--- src/rtl/axil_pkg.sv ---
// axil_pkg: interconnect address map, write FSM states and response codes.
package axil_pkg;
  localparam int NUMBER_SLAVE = 3;
  localparam int AXI_ADDR_WIDTH = 32;
  // Slave 2 deliberately overlaps slave 0; the lower index wins in the decoder.
  localparam logic [AXI_ADDR_WIDTH-1:0] SLAVE_BASE [NUMBER_SLAVE] = '{32'h0000_0000, 32'h0001_0000, 32'h0000_0000};
  localparam logic [AXI_ADDR_WIDTH-1:0] SLAVE_MASK [NUMBER_SLAVE] = '{32'hFFFF_F000, 32'hFFFF_F000, 32'hFFFF_0000};
  localparam logic [1:0] AXIL_RESP_DECERR = 2'b11;
  typedef enum logic [1:0] {WR_IDLE, WR_DATA, WR_RESP} wr_state_t;
endpackage

--- src/rtl/axil_addr_decoder.sv ---
// axil_addr_decoder: address to one-hot slave select; no hit selects the default slot.
module axil_addr_decoder
  import axil_pkg::*;
(
  input  logic [AXI_ADDR_WIDTH-1:0] addr,
  output logic [NUMBER_SLAVE:0]     onehot
);
  logic found;
  always_comb begin
    onehot = '0;
    found = 1'b0;
    for (int j = 0; j < NUMBER_SLAVE; j++) begin
      if (!found && ((addr & SLAVE_MASK[j]) == SLAVE_BASE[j])) begin
        onehot[j] = 1'b1;
        found = 1'b1;
      end
    end
    onehot[NUMBER_SLAVE] = !found;
  end
endmodule

--- src/rtl/axil_crossbar_wr_ctrl.sv ---
// axil_crossbar_wr_ctrl: per-master write grant FSM; AXIL_WR_DECERR_EN builds the internal
// decode-error responder in slot NUMBER_SLAVE, otherwise err_* are tied low.
module axil_crossbar_wr_ctrl
  import axil_pkg::*;
(
  input  logic                      aclk,
  input  logic                      areset,
  input  logic [AXI_ADDR_WIDTH-1:0] m_axil_awaddr,
  input  logic                      m_axil_awvalid,
  input  logic                      m_axil_awready,
  input  logic                      m_axil_wvalid,
  input  logic                      m_axil_wready,
  input  logic                      m_axil_bvalid,
  input  logic                      m_axil_bready,
  output logic [NUMBER_SLAVE:0]     grant_wr_trans,
  output logic                      err_awready,
  output logic                      err_wready,
  output logic [1:0]                err_bresp,
  output logic                      err_bvalid,
  output logic                      busy
);
  wr_state_t state, state_nxt;
  logic aw_done, w_done, aw_hs, w_hs, b_hs;
  logic [NUMBER_SLAVE:0] dec;
  axil_addr_decoder u_dec (.addr(m_axil_awaddr), .onehot(dec));
  assign aw_hs = m_axil_awvalid && m_axil_awready;
  assign w_hs = m_axil_wvalid && m_axil_wready;
  assign b_hs = m_axil_bvalid && m_axil_bready;
  assign busy = state != WR_IDLE;
  always_ff @(posedge aclk) state <= areset ? WR_IDLE : state_nxt;
  always_comb begin
    state_nxt = (state == WR_IDLE) ? (m_axil_awvalid ? WR_DATA : WR_IDLE)
              : (state == WR_DATA) ? (((aw_done || aw_hs) && (w_done || w_hs)) ? WR_RESP : WR_DATA)
              : (b_hs ? WR_IDLE : WR_RESP);
  end
  // Grant is latched once on leaving IDLE and held until the B handshake.
  always_ff @(posedge aclk) begin
    if (areset) begin
      grant_wr_trans <= '0;
      aw_done <= 1'b0;
      w_done <= 1'b0;
    end else if (state == WR_IDLE) begin
      aw_done <= 1'b0;
      w_done <= 1'b0;
      if (m_axil_awvalid) grant_wr_trans <= dec;
    end else if (state == WR_DATA) begin
      aw_done <= aw_done || aw_hs;
      w_done <= w_done || w_hs;
    end else if (b_hs) begin
      grant_wr_trans <= '0;
    end
  end
`ifdef AXIL_WR_DECERR_EN
  logic err_sel;
  assign err_sel = grant_wr_trans[NUMBER_SLAVE];
  assign err_awready = err_sel && state == WR_DATA && !aw_done;
  assign err_wready = err_sel && state == WR_DATA && !w_done;
  assign err_bvalid = err_sel && state == WR_RESP;
  assign err_bresp = err_bvalid ? AXIL_RESP_DECERR : 2'b00;
`else
  assign err_awready = 1'b0;
  assign err_wready = 1'b0;
  assign err_bvalid = 1'b0;
  assign err_bresp = 2'b00;
`endif
endmodule

--- config.mk ---
export PLATFORM = sky130hd
export DESIGN_NAME = axil_crossbar_wr_ctrl
export DESIGN_NICKNAME = d
export VERILOG_FILES = /design/src/rtl/axil_pkg.sv /design/src/rtl/axil_addr_decoder.sv /design/src/rtl/axil_crossbar_wr_ctrl.sv
export SDC_FILE = /design/constraint.sdc
export NUM_CORES = 1
export LEC_CHECK = 0
export ABC_AREA = 1
export BUFFER_PORTS_ARGS = -buffer_cell sky130_fd_sc_hd__buf_2
export CAP_MARGIN = 5
export CORE_MARGIN = 2
export CORE_UTILIZATION = 36
export DETAILED_ROUTE_END_ITERATION = 10
export PLACE_DENSITY = 0.82
export SKIP_CTS_REPAIR_TIMING = 1
export SLEW_MARGIN = 20
export SYNTH_ARGS = -nofsm -noshare
export SYNTH_HDL_FRONTEND = slang
export SYNTH_SLANG_ARGS = --single-unit
--- constraint.sdc ---
create_clock -name aclk -period 1.42 [get_ports aclk]
set_input_delay 0.071 -clock aclk [delete_from_list [all_inputs] [get_ports aclk]]
set_output_delay 0.071 -clock aclk [all_outputs]
set_load 0.02 [all_outputs]
======== Word level (Yosys, flattened, before mapping) ========
Index checks and enable logic that the tools add are counted.
cells by class
  divide/modulo/power cells ............... 0
  multiplexer cells ....................... 14
  reductions and logical operators ........ 18
  bitwise logic cells ..................... 0
  equality and inequality tests ........... 4
  add/subtract/negate cells ............... 0
  magnitude comparators ................... 0
  shift-type cells ........................ 0
  multiply operators ...................... 0
operators with widths
  kind                                                               count
  32-bit logical NOT                                                 2
  20-bit by 5-bit == test with 1-bit output (second input constant)  1
  4-bit 2-to-1 mux                                                   4
  2-bit 2-to-1 mux                                                   4
  1-bit logical AND                                                  6
  1-bit 2-to-1 mux                                                   6
  2-bit inequality test (second input constant)                      2
  2-bit nonzero test                                                 2
  1-bit logical NOT                                                  3
  3-bit AND reduction                                                1
  2-bit by 1-bit == test with 1-bit output (second input constant)   1
  2-bit logical NOT                                                  1
  1-bit logical OR                                                   2
  2-bit OR reduction                                                 1
storage, ports and cells
  memories ................................ 0
  bits in read-only memories .............. 0
  memory bits (writable) .................. 0
  latch bits .............................. 0
  flip-flop bits (word level) ............. 8

======== Logic depth before layout (Yosys ltp) ========
  depth in word-level cells ............... 11
  mapped depth ............................ 7
  depth with buffers taken out ............ 7

======== Cells and area by module ========
A second synthesis with hierarchy kept.
second synthesis, totals
  cell total of the unflattened synthesis .. 95
  area total of the unflattened synthesis .. 555.5 um2
by module, submodules not included
  module                 cells each  seq. area each (um2)  area an instance (um2)  instances
  axil_crossbar_wr_ctrl  66          160.2                 425.4                   1
  axil_addr_decoder      29          0.0                   130.1                   1

======== Worst setup path before layout ========
Ideal clock, no wire load.
  kind .................................... register -> register
  from .................................... register state[0]
  to ...................................... register state[1]
  library setup time ...................... 0.116 ns
  slack ................................... 0.535 ns
  clock period less this slack ............ 0.885 ns
  cell stages (with the launch flop) ...... 4
  required time ........................... 1.304 ns
  arrival time ............................ 0.769 ns
  path buffers ............................ 0
  path through ............................ dfxtp_1 -> nor2_2 -> or2_1 -> and3b_1
between the ends
  longest elaborated chain between the ends .. 3
  elaborated cells on any way between the ends .. 4
ends and longest elaborated chain
  item                                      RTL line                     text
  start, declared                           axil_crossbar_wr_ctrl.sv:22  wr_state_t state, state_nxt;
  start signal, assigned                    axil_crossbar_wr_ctrl.sv:30  always_ff @(posedge aclk) state <= areset ? WR_IDLE : state_nxt;
  2-bit by 1-bit == test with 1-bit output  axil_crossbar_wr_ctrl.sv:33  : (state == WR_DATA) ? (((aw_done || aw_hs) && (w_done || w_hs)) ? WR_RESP : WR_DATA)
  2-bit 2-to-1 mux                          axil_crossbar_wr_ctrl.sv:33
  2-bit 2-to-1 mux (*)                      axil_crossbar_wr_ctrl.sv:32  state_nxt = (state == WR_IDLE) ? (m_axil_awvalid ? WR_DATA : WR_IDLE)
Mark *: on every way between the ends. The rest lies on a longest branch, timed or not.
A chain may end at the register's enable or synchronous reset.

======== Final worst setup path ========
  from .................................... register state[0]
  to ...................................... output port busy
between the ends
  longest elaborated chain between the ends .. 1
ends and longest elaborated chain
  item                RTL line                     text
  2-bit nonzero test  axil_crossbar_wr_ctrl.sv:29  assign busy = state != WR_IDLE;
  end, declared       axil_crossbar_wr_ctrl.sv:20  output logic busy
Every way passes these cells.

==> flow_summary_export.csv <==
group,metric,value,unit
run_status,status,"completed",
layout,final_cells,125,
critical_path,critPathKind,"register to output port",
clock_network,root_buffer,"clkbuf_4",
route,ant_nets,0,
min_path,hold_class,"primary input to register",
yosys,ys_ff_latch,8,
power,p_total,568.1,uW
yosys,netlist_top_cells_count,"nor2_1 (17), nand2_1 (16), dfxtp_1 (8)",
clock_network,cts.htree.levels,1,
power,internal_power,393.0,uW
layout,drive_gt1_frac,0.3727,
floorplanning,die_w,40.63,um
placed_design,pre_cts_slack,0.4887,ns
critical_path,crit_required,1.35,ns
yosys,post-synth-top-count-cell,"nor2_1",
job,cap_violations,0,
yosys,synth_top_cells_by_area,"dfxtp_1 (33%), nor2_1 (13%), nand2_1 (12%)",
yosys,syn_avg_cell_area,6.355,um2
sta,fin_crit,1.024,ns
yosys,synth_edf_count,0,
critical_path,arrival,0.95,ns
floorplanning,pin_count,50,
clock_network,cts_tree,"built",
route,drcViolationCount,0,
grt,grt_pass1_wl,1683,um
floorplanning,dieArea,0.001650,mm2
route,routedWlPerCell,8.664,um
layout,fin_util,0.5217,
clock_network,clkSinkCount,8,
clock_network,path_clk_slew,0.06,ns
placed_design,gp_congestion,0.7897,
route,routed_wl,1083,um
placed_design,post-dp-hpwl,892.1,um
floorplanning,die_y,40.63,um
sta,slew_viol_final,0,
yosys,synthFlopType,"dfxtp_1",
layout,syn2layout_area_growth,37.05,%
power,switchingPower,175.1,uW
layout,insertedDiodeCount,0,
yosys,synthArstFlopShare,0,
grt,grt_max_degree,7,
sta,hold_viol,0,
route,first_pass_iters,4,
critical_path,critical_path.top_delay_family,"flip-flops",
clock_network,cts_buffers,3,
clock_network,clkLatencyLatePin,0.26,ns
critical_path,cp_slowest_stage_delay,0.31,ns
critical_path,crit_path_cell_trace,"nor2_2 -> inv_1 -> buf_2",
power,static-leakage-power,0.3566,nW
grt,grt.total_usage,0.1555,
power,switching_share,0.3082,
route,num_vias,562,
power,ir_worst_vdd,0.4804,mV
floorplanning,start_util,0.3807,
floorplanning,rows,13,
floorplanning,core-area,0.001269,mm2
sta,finalSetupViolCount,0,
sta,setup_tns,0,ns
yosys,synth_cell_type_count,18,
layout,n_fill_cell,129,
critical_path,cp_max_fo,3,
yosys,ys_seq_area_frac,0.3316,
sta,clock-skew-final,0.001145,ns
placed_design,io_buffer_count,32,
yosys,synth_top_area_frac,0.3316,
critical_path,crit_buf_inv,2,
grt,grt_pass1_vias,475,
critical_path,cp-start-kind,"register",
power,power_density,858.3,mW/mm2
placed_design,dp.cells,122,
sta,fmax,0.9767,GHz
power,combPwrFrac,0.250,
critical_path,slowest_stage,"dfxtp_1",
clock_network,cts_buffer_depth,2,
power,p_clk_frac,0.319,
yosys,yosys_warnings,0,
sta,worst_slack,0.3962,ns
yosys,syn_inst,76,
yosys,synth_top_area_cell,"dfxtp_1",
route,drtIter0Drc,20,
grt,grt_antenna_before_repair,0,
layout,fin_nets,152,
sta,timing.final.crit_share,0.7210,
critical_path,cp-end-kind,"output port",
yosys,netlist_area,483.0,um2
sta,rsz0062_at_grt,"false",
grt,overflow,0,
route,viasPerCell,4.496,
power,seq_power_share,0.431,
==> layout make-up <==
| class | count | area, um2 | share of cell area |
|---|---|---|---|
| flip-flops and latches | 8 | 160.2 | 0.2420 |
| multi-input cells | 59 | 270.3 | 0.4083 |
| repair buffers | 32 | 160.2 | 0.2420 |
| clock buffers | 3 | 22.52 | 0.03403 |
| well taps | 15 | 18.77 | 0.02836 |
| inverters | 8 | 30.03 | 0.04537 |
==> registers in the layout, summed over array words and instances (netlist names) <==
register	cells
state	2
w_done	1
grant_wr_trans	4
aw_done	1
==> final timing paths <==
| check | start | endpoint | slack (ns) | cells past startpoint |
|---|---|---|---|---|
| min | areset | grant_wr_trans[2]$_SDFFE_PP0P_ | 0.06 | 2 |
| max | state[0]$_SDFF_PP0_ | busy | 0.40 | 3 |
| max reg2reg | state[0]$_SDFF_PP0_ | grant_wr_trans[1]$_SDFFE_PP0P_ | 0.48 | 5 |
| min reg2reg | grant_wr_trans[3]$_SDFFE_PP0P_ | grant_wr_trans[3]$_SDFFE_PP0P_ | 0.47 | 2 |
==> placed cells by master, fill, tap and decap left out <==
cell and n:
nand4_1 1, nor2_2 3, nand3_1 6, buf_2 32, or2_1 1, nand2_1 16
nor2_1 17, a21oi_1 4, conb_1 5, clkinv_1 2, and3b_1 1, inv_2 1
a21oi_2 1, inv_1 5, nand2_4 1, o21ai_0 2, dfxtp_1 8, a21o_1 1
clkbuf_4 3
==> cell families after synthesis <==
| kind of cell | share of synthesized area |
|---|---|
| simple gates | 0.4249 |
| buf+inv | 0.1399 |
| compound gates | 0.09587 |
| flops | 0.3316 |
| other cells | 0.007765 |
==> stage by stage <==
stage          instance area, um2  hold slack, ns
2_1_floorplan               498.0          0.1334
3_3_place_gp                639.4          0.3072
3_5_place_dp                639.4          0.3176
4_1_cts                     661.9         0.04289
5_1_grt                     661.9         0.05158
6_report                    661.9         0.05523
==> layer usage <==
layer / vias up / GRT usage / wire (um)
met3: 3 / 0.03804 / 79
met2: 30 / 0.2421 / 521
met1: 230 / 0.1794 / 455
met4: 0 / 0.1250 / 26
met5: - / 0 / 0
li1: 299 / - / -
==> power groups by stage <==
| stage | clock network [mW] | logic, mW | registers [mW] |
|---|---|---|---|
| 6_report | 0.181 | 0.142 | 0.245 |
| 4_1_cts | 0.184 | 0.142 | 0.245 |
| 3_3_place_gp | 0 | 0.137 | 0.249 |
| 2_1_floorplan | 0 | 0.0904 | 0.253 |
| 5_1_grt | 0.189 | 0.160 | 0.247 |
| 3_5_place_dp | 0 | 0.142 | 0.250 |
Note: power is estimated with default switching activity, not from simulation.
